File: config.mk
export PLATFORM = sky130hd
export DESIGN_NAME = down_counter_timer_flat
export DESIGN_NICKNAME = d
export VERILOG_FILES = /design/src/rtl/down_counter_timer_if.sv /design/src/rtl/down_counter_timer.sv /design/src/flat_wrapper.sv
export SDC_FILE = /design/constraint.sdc
export NUM_CORES = 1
export LEC_CHECK = 0
export BUFFER_PORTS_ARGS = -buffer_cell sky130_fd_sc_hd__buf_4
export CAP_MARGIN = 20
export CORE_AREA = 2 2 39 41
export CTS_BUF_LIST = sky130_fd_sc_hd__clkbuf_8
export DETAILED_ROUTE_END_ITERATION = 10
export DIE_AREA = 0 0 41 43
export HOLD_SLACK_MARGIN = 0.03
export PLACE_DENSITY_LB_ADDON = 0.1
export SLEW_MARGIN = 5
export SYNTH_ARGS = -nofsm -noshare
export SYNTH_HDL_FRONTEND = slang
export SYNTH_SLANG_ARGS = --single-unit
File: constraint.sdc
create_clock -name clk -period 3.7 [get_ports clk]
set_clock_uncertainty 0.2 [all_clocks]
set_input_delay 0.555 -clock clk [delete_from_list [all_inputs] [get_ports clk]]
set_output_delay 0.555 -clock clk [all_outputs]
set_load 0.005 [all_outputs]
File: src/rtl/down_counter_timer_if.sv
// Control/status bundle for down_counter_timer.
// master: drives enable/load/load_value/auto_reload/clear_underflow and
//         observes counter_out/underflow_out/underflow_pulse/busy.
// slave : the timer side of the same signals.
interface down_counter_timer_if #(
    parameter int unsigned WIDTH = 4
);
    logic             enable;
    logic             load;
    logic [WIDTH-1:0] load_value;
    logic             auto_reload;
    logic             clear_underflow;
    logic [WIDTH-1:0] counter_out;
    logic             underflow_out;
    logic             underflow_pulse;
    logic             busy;

    modport master (
        output enable, load, load_value, auto_reload, clear_underflow,
        input  counter_out, underflow_out, underflow_pulse, busy
    );

    modport slave (
        input  enable, load, load_value, auto_reload, clear_underflow,
        output counter_out, underflow_out, underflow_pulse, busy
    );
endinterface

File: src/rtl/down_counter_timer.sv
// Loadable down-counter timer with underflow detection, one-shot or
// auto-reload operation.
// Ports:
//   clk   - system clock, all state updates on the rising edge
//   reset - synchronous, active-high reset
//   bus   - slave side of down_counter_timer_if:
//           enable, load, load_value, auto_reload, clear_underflow (in)
//           counter_out, underflow_out, underflow_pulse, busy (out)
module down_counter_timer #(
    parameter int unsigned WIDTH = 4
) (
    input  logic                   clk,
    input  logic                   reset,
    down_counter_timer_if.slave    bus
);

    typedef enum logic [1:0] {
        IDLE    = 2'd0,
        RUN     = 2'd1,
        EXPIRED = 2'd2
    } state_t;

    state_t           state_q, state_d;
    logic [WIDTH-1:0] count_q, count_d;
    logic [WIDTH-1:0] reload_q, reload_d;
    logic             underflow_q, underflow_d;
    logic             pulse_q, pulse_d;
    logic             underflow_event_c;

    // State register
    always_ff @(posedge clk) begin
        if (reset) begin
            state_q     <= IDLE;
            count_q     <= '0;
            reload_q    <= '0;
            underflow_q <= 1'b0;
            pulse_q     <= 1'b0;
        end else begin
            state_q     <= state_d;
            count_q     <= count_d;
            reload_q    <= reload_d;
            underflow_q <= underflow_d;
            pulse_q     <= pulse_d;
        end
    end

    // Underflow happens on an enabled cycle at zero, unless a load pre-empts it
    assign underflow_event_c = (state_q == RUN) && bus.enable &&
                               (count_q == '0) && !bus.load;

    // Next-state and next-output logic
    always_comb begin
        state_d     = state_q;
        count_d     = count_q;
        reload_d    = reload_q;
        underflow_d = underflow_q;
        pulse_d     = 1'b0;

        // Clear first so a simultaneous underflow event overrides it
        if (bus.clear_underflow) begin
            underflow_d = 1'b0;
        end

        if (bus.load) begin
            count_d  = bus.load_value;
            reload_d = bus.load_value;
            state_d  = RUN;
        end else begin
            case (state_q)
                IDLE: begin
                    state_d = IDLE;
                end
                RUN: begin
                    if (underflow_event_c) begin
                        pulse_d     = 1'b1;
                        underflow_d = 1'b1;
                        if (bus.auto_reload) begin
                            count_d = reload_q;
                        end else begin
                            count_d = '0;
                            state_d = EXPIRED;
                        end
                    end else if (bus.enable) begin
                        count_d = count_q - WIDTH'(1);
                    end
                end
                EXPIRED: begin
                    count_d = '0;
                end
                default: begin
                    state_d = IDLE;
                    count_d = '0;
                end
            endcase
        end
    end

    assign bus.counter_out     = count_q;
    assign bus.underflow_out   = underflow_q;
    assign bus.underflow_pulse = pulse_q;
    assign bus.busy            = (state_q == RUN);

endmodule

File: src/flat_wrapper.sv
// flat-port wrapper written by rule: the top's interface ports become plain ports
module down_counter_timer_flat 
#(
    parameter int unsigned WIDTH = 4
)
  (clk, reset, bus_enable, bus_load, bus_load_value, bus_auto_reload, bus_clear_underflow, bus_counter_out, bus_underflow_out, bus_underflow_pulse, bus_busy);
  down_counter_timer_if #(.WIDTH(WIDTH)) bus_i ();
  input  logic clk;
  input  logic reset;
  input wire logic [$bits(bus_i.enable)-1:0] bus_enable;
  input wire logic [$bits(bus_i.load)-1:0] bus_load;
  input wire logic [$bits(bus_i.load_value)-1:0] bus_load_value;
  input wire logic [$bits(bus_i.auto_reload)-1:0] bus_auto_reload;
  input wire logic [$bits(bus_i.clear_underflow)-1:0] bus_clear_underflow;
  output wire logic [$bits(bus_i.counter_out)-1:0] bus_counter_out;
  output wire logic [$bits(bus_i.underflow_out)-1:0] bus_underflow_out;
  output wire logic [$bits(bus_i.underflow_pulse)-1:0] bus_underflow_pulse;
  output wire logic [$bits(bus_i.busy)-1:0] bus_busy;
  assign bus_i.enable = bus_enable;
  assign bus_i.load = bus_load;
  assign bus_i.load_value = bus_load_value;
  assign bus_i.auto_reload = bus_auto_reload;
  assign bus_i.clear_underflow = bus_clear_underflow;
  assign bus_counter_out = bus_i.counter_out;
  assign bus_underflow_out = bus_i.underflow_out;
  assign bus_underflow_pulse = bus_i.underflow_pulse;
  assign bus_busy = bus_i.busy;
  down_counter_timer #(.WIDTH(WIDTH)) u_core (.clk(clk), .reset(reset), .bus(bus_i));
endmodule
=== Word level (Yosys, flattened, before mapping) ===
Index checks and enable logic that the tools add are counted.

* Register bits after elaboration: 12
* Bits in latches: 0
* Memory bits (writable): 0
* Bits in read-only memories: 0
* Input port bits: 10
* Output and inout port bits: 7
* Memories: 0

* $add $sub $neg: 1
* $mul: 0
* Divide/modulo/power cells: 0
* $lt $le $gt $ge: 0
* Equal/unequal tests: 9
* Shifts and indexed selects: 0
* Muxes and demuxes: 14
* Bitwise gates (word level): 2
* Reduce and logical (&&, ||, !) cells: 11

{| class="wikitable"
|+ Operators by type and width
! operator !! count
|-
| two-way mux 4 bit || 4
|-
| case mux 4 bit (2 select lines) || 1
|-
| two-way mux 1 bit || 6
|-
| != test 2 bit, second input constant || 3
|-
| AND reduction 3 bit || 2
|-
| zero test 4 bit || 1
|-
| two-way mux 2 bit || 2
|-
| != test 4 x 3 -> 1 bit, second input constant || 1
|-
| case mux 2 bit (2 select lines) || 1
|-
| subtractor 4 x 1 -> 4 bit, second input constant || 1
|-
| logical AND 1 bit || 3
|-
| != test 3 x 2 -> 1 bit, second input constant || 1
|-
| != test 3 bit, second input constant || 1
|-
| OR reduction 3 bit || 1
|-
| equality test 2 x 1 -> 1 bit, second input constant || 1
|-
| equality test 2 bit, second input constant || 1
|-
| zero test 2 bit || 1
|-
| != test 2 x 1 -> 1 bit, second input constant || 1
|-
| NOT 1 bit || 2
|-
| AND reduction 2 bit || 1
|-
| OR reduction 2 bit || 1
|-
| zero test 1 bit || 1
|}

=== Depth between registers and ports, before layout ===
* Depth in word-level cells: 7
* Gate-level depth with buffers: 5
* Gate-level depth less buffers: 5

=== Least setup slack after synthesis ===
OpenSTA, ideal clock, no wires.

* Path kind: reg-to-reg
* Start point: register u_core.count_q[0], in the netlist u_core.bus.counter_out[0]
* End point: register u_core.count_q[1], in the netlist u_core.bus.counter_out[1]
* Arrival: 1,313 ps
* Required time: 3,427 ps
* Setup slack: 2,114 ps
* Cell stages (with the launch flop): 6
* Path buffers: 0
* Clock period less this slack: 1,586 ps
* Cells stage by stage: dfxtp_1 > inv_1 > ha_1 > and4bb_4 > mux2_1 > o22ai_2

* Word-level cells in the longest chain between the ends: 6
* Elaborated cells on any way between the ends: 10

{| class="wikitable"
|+ RTL lines
! what !! line !! text
|-
| start, declared || down_counter_timer.sv:24 || <nowiki>logic [WIDTH-1:0] count_q, count_d;</nowiki>
|-
| start signal, assigned || down_counter_timer.sv:40 || <nowiki>count_q <= count_d;</nowiki>
|-
| branches (longest 6 deep; another with subtractor 4 x 1 -> 4 bit) || -- ||
|}

Parallel ways; which one is timed is not known. The select of a mux whose other input is x is not followed.
A chain may end at the register's enable or synchronous reset.

=== Final worst setup path ===
* Start point: register u_core.state_q[0]
* End point: output bus_busy

* Word-level cells in the longest chain between the ends: 1

{| class="wikitable"
|+ RTL lines
! what !! line !! text
|-
| start, declared || down_counter_timer.sv:23 || <nowiki>state_t state_q, state_d;</nowiki>
|-
| start signal, assigned || down_counter_timer.sv:39 || <nowiki>state_q <= state_d;</nowiki>
|-
| equality test 2 x 1 -> 1 bit || down_counter_timer.sv:101 || <nowiki>assign bus.busy = (state_q == RUN);</nowiki>
|-
| end, declared || flat_wrapper.sv:18 || <nowiki>output wire logic [$bits(bus_i.busy)-1:0] bus_busy;</nowiki>
|}

Every way passes these cells.

==> flow_metrics.tcl <==
set metrics [dict create \
    rows 14 \
    die-area_um2 1760 \
    ys_warn_count 0 \
    setup_viol 0 \
    rsz0062_at_grt "no" \
    synthFlopType "dfxtp_1" \
    vias 553 \
    drt_iter0_drc 6 \
    ir_drop_uv 260 \
    die-width_um 41 \
    r2r-start "u_core.bus.counter_out[0]$_SDFFE_PP0P_" \
    layout_common_cells "buf_4, dfxtp_1, inv_1" \
    worst_pin_slew_ns 0.348 \
    synth_compound_area_frac 0.241 \
    r2r_slack_ns 2.02 \
    grt_pass1_vias 519 \
    drc 0 \
    final_max_slew_viol_count 0 \
    synth_edf_count 0 \
    ioPinCount 17 \
    fp.dieH_um 43 \
    slew_headroom 0.767 \
    synth-seq-cells 12 \
    max_cap_viol_count 0 \
    cts_made_buffers 3 \
    layout-drive-gt1-share 0.294 \
    groute.usage.overall 0.183 \
    synth_xor_area_frac 0.0141 \
    max_stage_delay_ns 0.41 \
    path_cells "nor2b_1, buf_4" \
    fmax_mhz 518 \
    tns_ns 0 \
    path_max_fanout 6 \
    cts_resized 0 \
    port_buffers 16 \
    hold_path_end "u_core.reload_q[3]$_SDFFE_PP0P_" \
    antenna_found_initial 0 \
    dp_slack_ns 2.02 \
    hold_class "reg -> reg" \
    dp_hpwl_mm 1.03 \
    synthMuxAreaShare 0.0984 \
    yosysUniqueCellTypes 31 \
    powerDensity_nw_per_um2 399 \
    endpoint_kind "output pin" \
    grt_pass1_wl_mm 2.23 \
    worstHoldPathCells 2 \
    wirelength_mm 1.34 \
    path_clk_slew_ns 0.05 \
    ys_seq_area_frac 0.386 \
    layout_commonest_cell "buf_4" \
    netlist_instances 68 \
    rr_worst_depth 5 \
    gp_congestion 0.777 \
    cts_hold_buf 0 \
    r2r-end "u_core.bus.counter_out[1]$_SDFFE_PP0P_" \
    crit_required_ns 2.94 \
    root_buffer "clkbuf_8" \
    initial_core_util 0.450 \
    hp-start "u_core.reload_q[3]$_SDFFE_PP0P_" \
    synth_nets 79 \
    syn_to_final_growth_pct 27.7 \
    cts_setup_buffers 0 \
    final_core_util 0.575 \
    cellLeakagePower_nw 0.345 \
    synth_top_family_by_area "compound AO/OA/AOI/OAI gates" \
    critPathArrivalTime_ns 1.17 \
    hold_viol 0 \
    htreeDepth 1 \
    cts_tree "yes" \
    drtPass1Iterations 2 \
    coreArea_um2 1380 \
    diodes 0 \
    critPathKind "reg -> out" \
    wl_per_cell_um 13.3 \
    post-route-min-period_ns 1.93 \
    antenna_left 0 \
    fin_nets 98 \
    start_kind "flop" \
    timing.final.crit_share 0.521 \
    async_flop_share 0 \
    avgSynthCellArea_um2 9.16 \
    cts_num_sinks 12 \
    crit_path_top_delay_cell "dfxtp_1" \
    avgViaCountPerCell 5.48 \
    syn_area_um2 623 \
    synth_simple_gate_area_share 0.191 \
    gr-total-overflow 0 \
    clk_latency_ns 0.23 \
    fin_ws_ns 1.77 \
    clock_path_buffers 2 \
    status "completed" \
    synthAdderAreaFrac 0.0201 \
    grt_max_degree 14 \
]
## layout make-up
| cell class | instances | area [µm²] |
|---|---|---|
| Inverter | 6 | 22.5 |
| Multi-Input combinational cell | 48 | 352 |
| Timing Repair Buffer | 16 | 120 |
| Fill cell | 126 | 588 |
| Tap cell | 16 | 20.0 |
| Clock buffer | 3 | 41.3 |
| Sequential cell | 12 | 240 |
## flip-flops by register name (all words and copies together) (netlist names)
name	flops
u_core.bus.counter_out	4
u_core.reload_q	4
u_core.state_q	2
u_core.bus.underflow_out	1
u_core.bus.underflow_pulse	1
## logic make-up after synthesis
group	Yosys count
compound gates	19
xor+xnor	1
fa+ha+maj	1
buf+inv	8
flops	12
mux	6
simple gates	21
## stage by stage
| step | instances | cell area (µm²) | hold slack, ns | power (W) |
|---|---|---|---|---|
| after floorplan | 68 | 623 | 0.245 | 0.000184 |
| after global placement | 98 | 754 | 0.259 | 0.000208 |
| after detailed placement | 98 | 754 | 0.260 | 0.000208 |
| after CTS | 101 | 796 | 0.268 | 0.000322 |
| after global routing | 101 | 796 | 0.284 | 0.000337 |
| final | 101 | 796 | 0.264 | 0.000318 |
## how the worst max path moves through the flow
stage	startpoint	endpoint	slack (ns)
after floorplan	u_core.bus.counter_out[0]$_SDFFE_PP0P_	u_core.bus.counter_out[1]$_SDFFE_PP0P_	2.11
after global placement	bus_enable	u_core.bus.counter_out[3]$_SDFFE_PP0P_	2.03
after detailed placement	bus_enable	u_core.bus.counter_out[1]$_SDFFE_PP0P_	2.02
after CTS	u_core.state_q[0]$_SDFFE_PP0P_	bus_busy	1.79
after global routing	u_core.state_q[0]$_SDFFE_PP0P_	bus_busy	1.73
final	u_core.state_q[0]$_SDFFE_PP0P_	bus_busy	1.77
## synthesized netlist by cell type (2+ instances only)
cell type / count / area [µm²]
nor2b_1: 2 / 12.5
nand2_1: 5 / 18.8
inv_1: 6 / 22.5
nor2_1: 5 / 18.8
o21ai_0: 2 / 10.0
dfxtp_1: 12 / 240
a32oi_1: 2 / 17.5
nor3_1: 3 / 15.0
a21oi_1: 5 / 25.0
mux2i_1: 5 / 50.1
## layer usage
metal  global-route usage  routed length, µm  share of wire  vias to the layer above
met4               0.0800                  0              0                        0
met1                0.244                653           0.49                      259
met2                0.269                626           0.47                       10
met3               0.0471                 63          0.047                        0
met5                    0                  0              0                        -
li1                     -                  -              -                      284
## report_power, final
part           switching [W]  internal [W]  total (W)
Sequential        0.00000724      0.000137   0.000144
Clock              0.0000405     0.0000711   0.000112
Combinational      0.0000295     0.0000324  0.0000619
Total              0.0000772      0.000240   0.000318
## critical path: cells and delay by family (launching register included)
| kind | cells | cell delay, ns |
|---|---|---|
| DFF | 1 | 0.41 |
| and+or+nand+nor | 1 | 0.35 |
| buffers and inverters | 1 | 0.18 |
(Power assumes the default switching activity.)
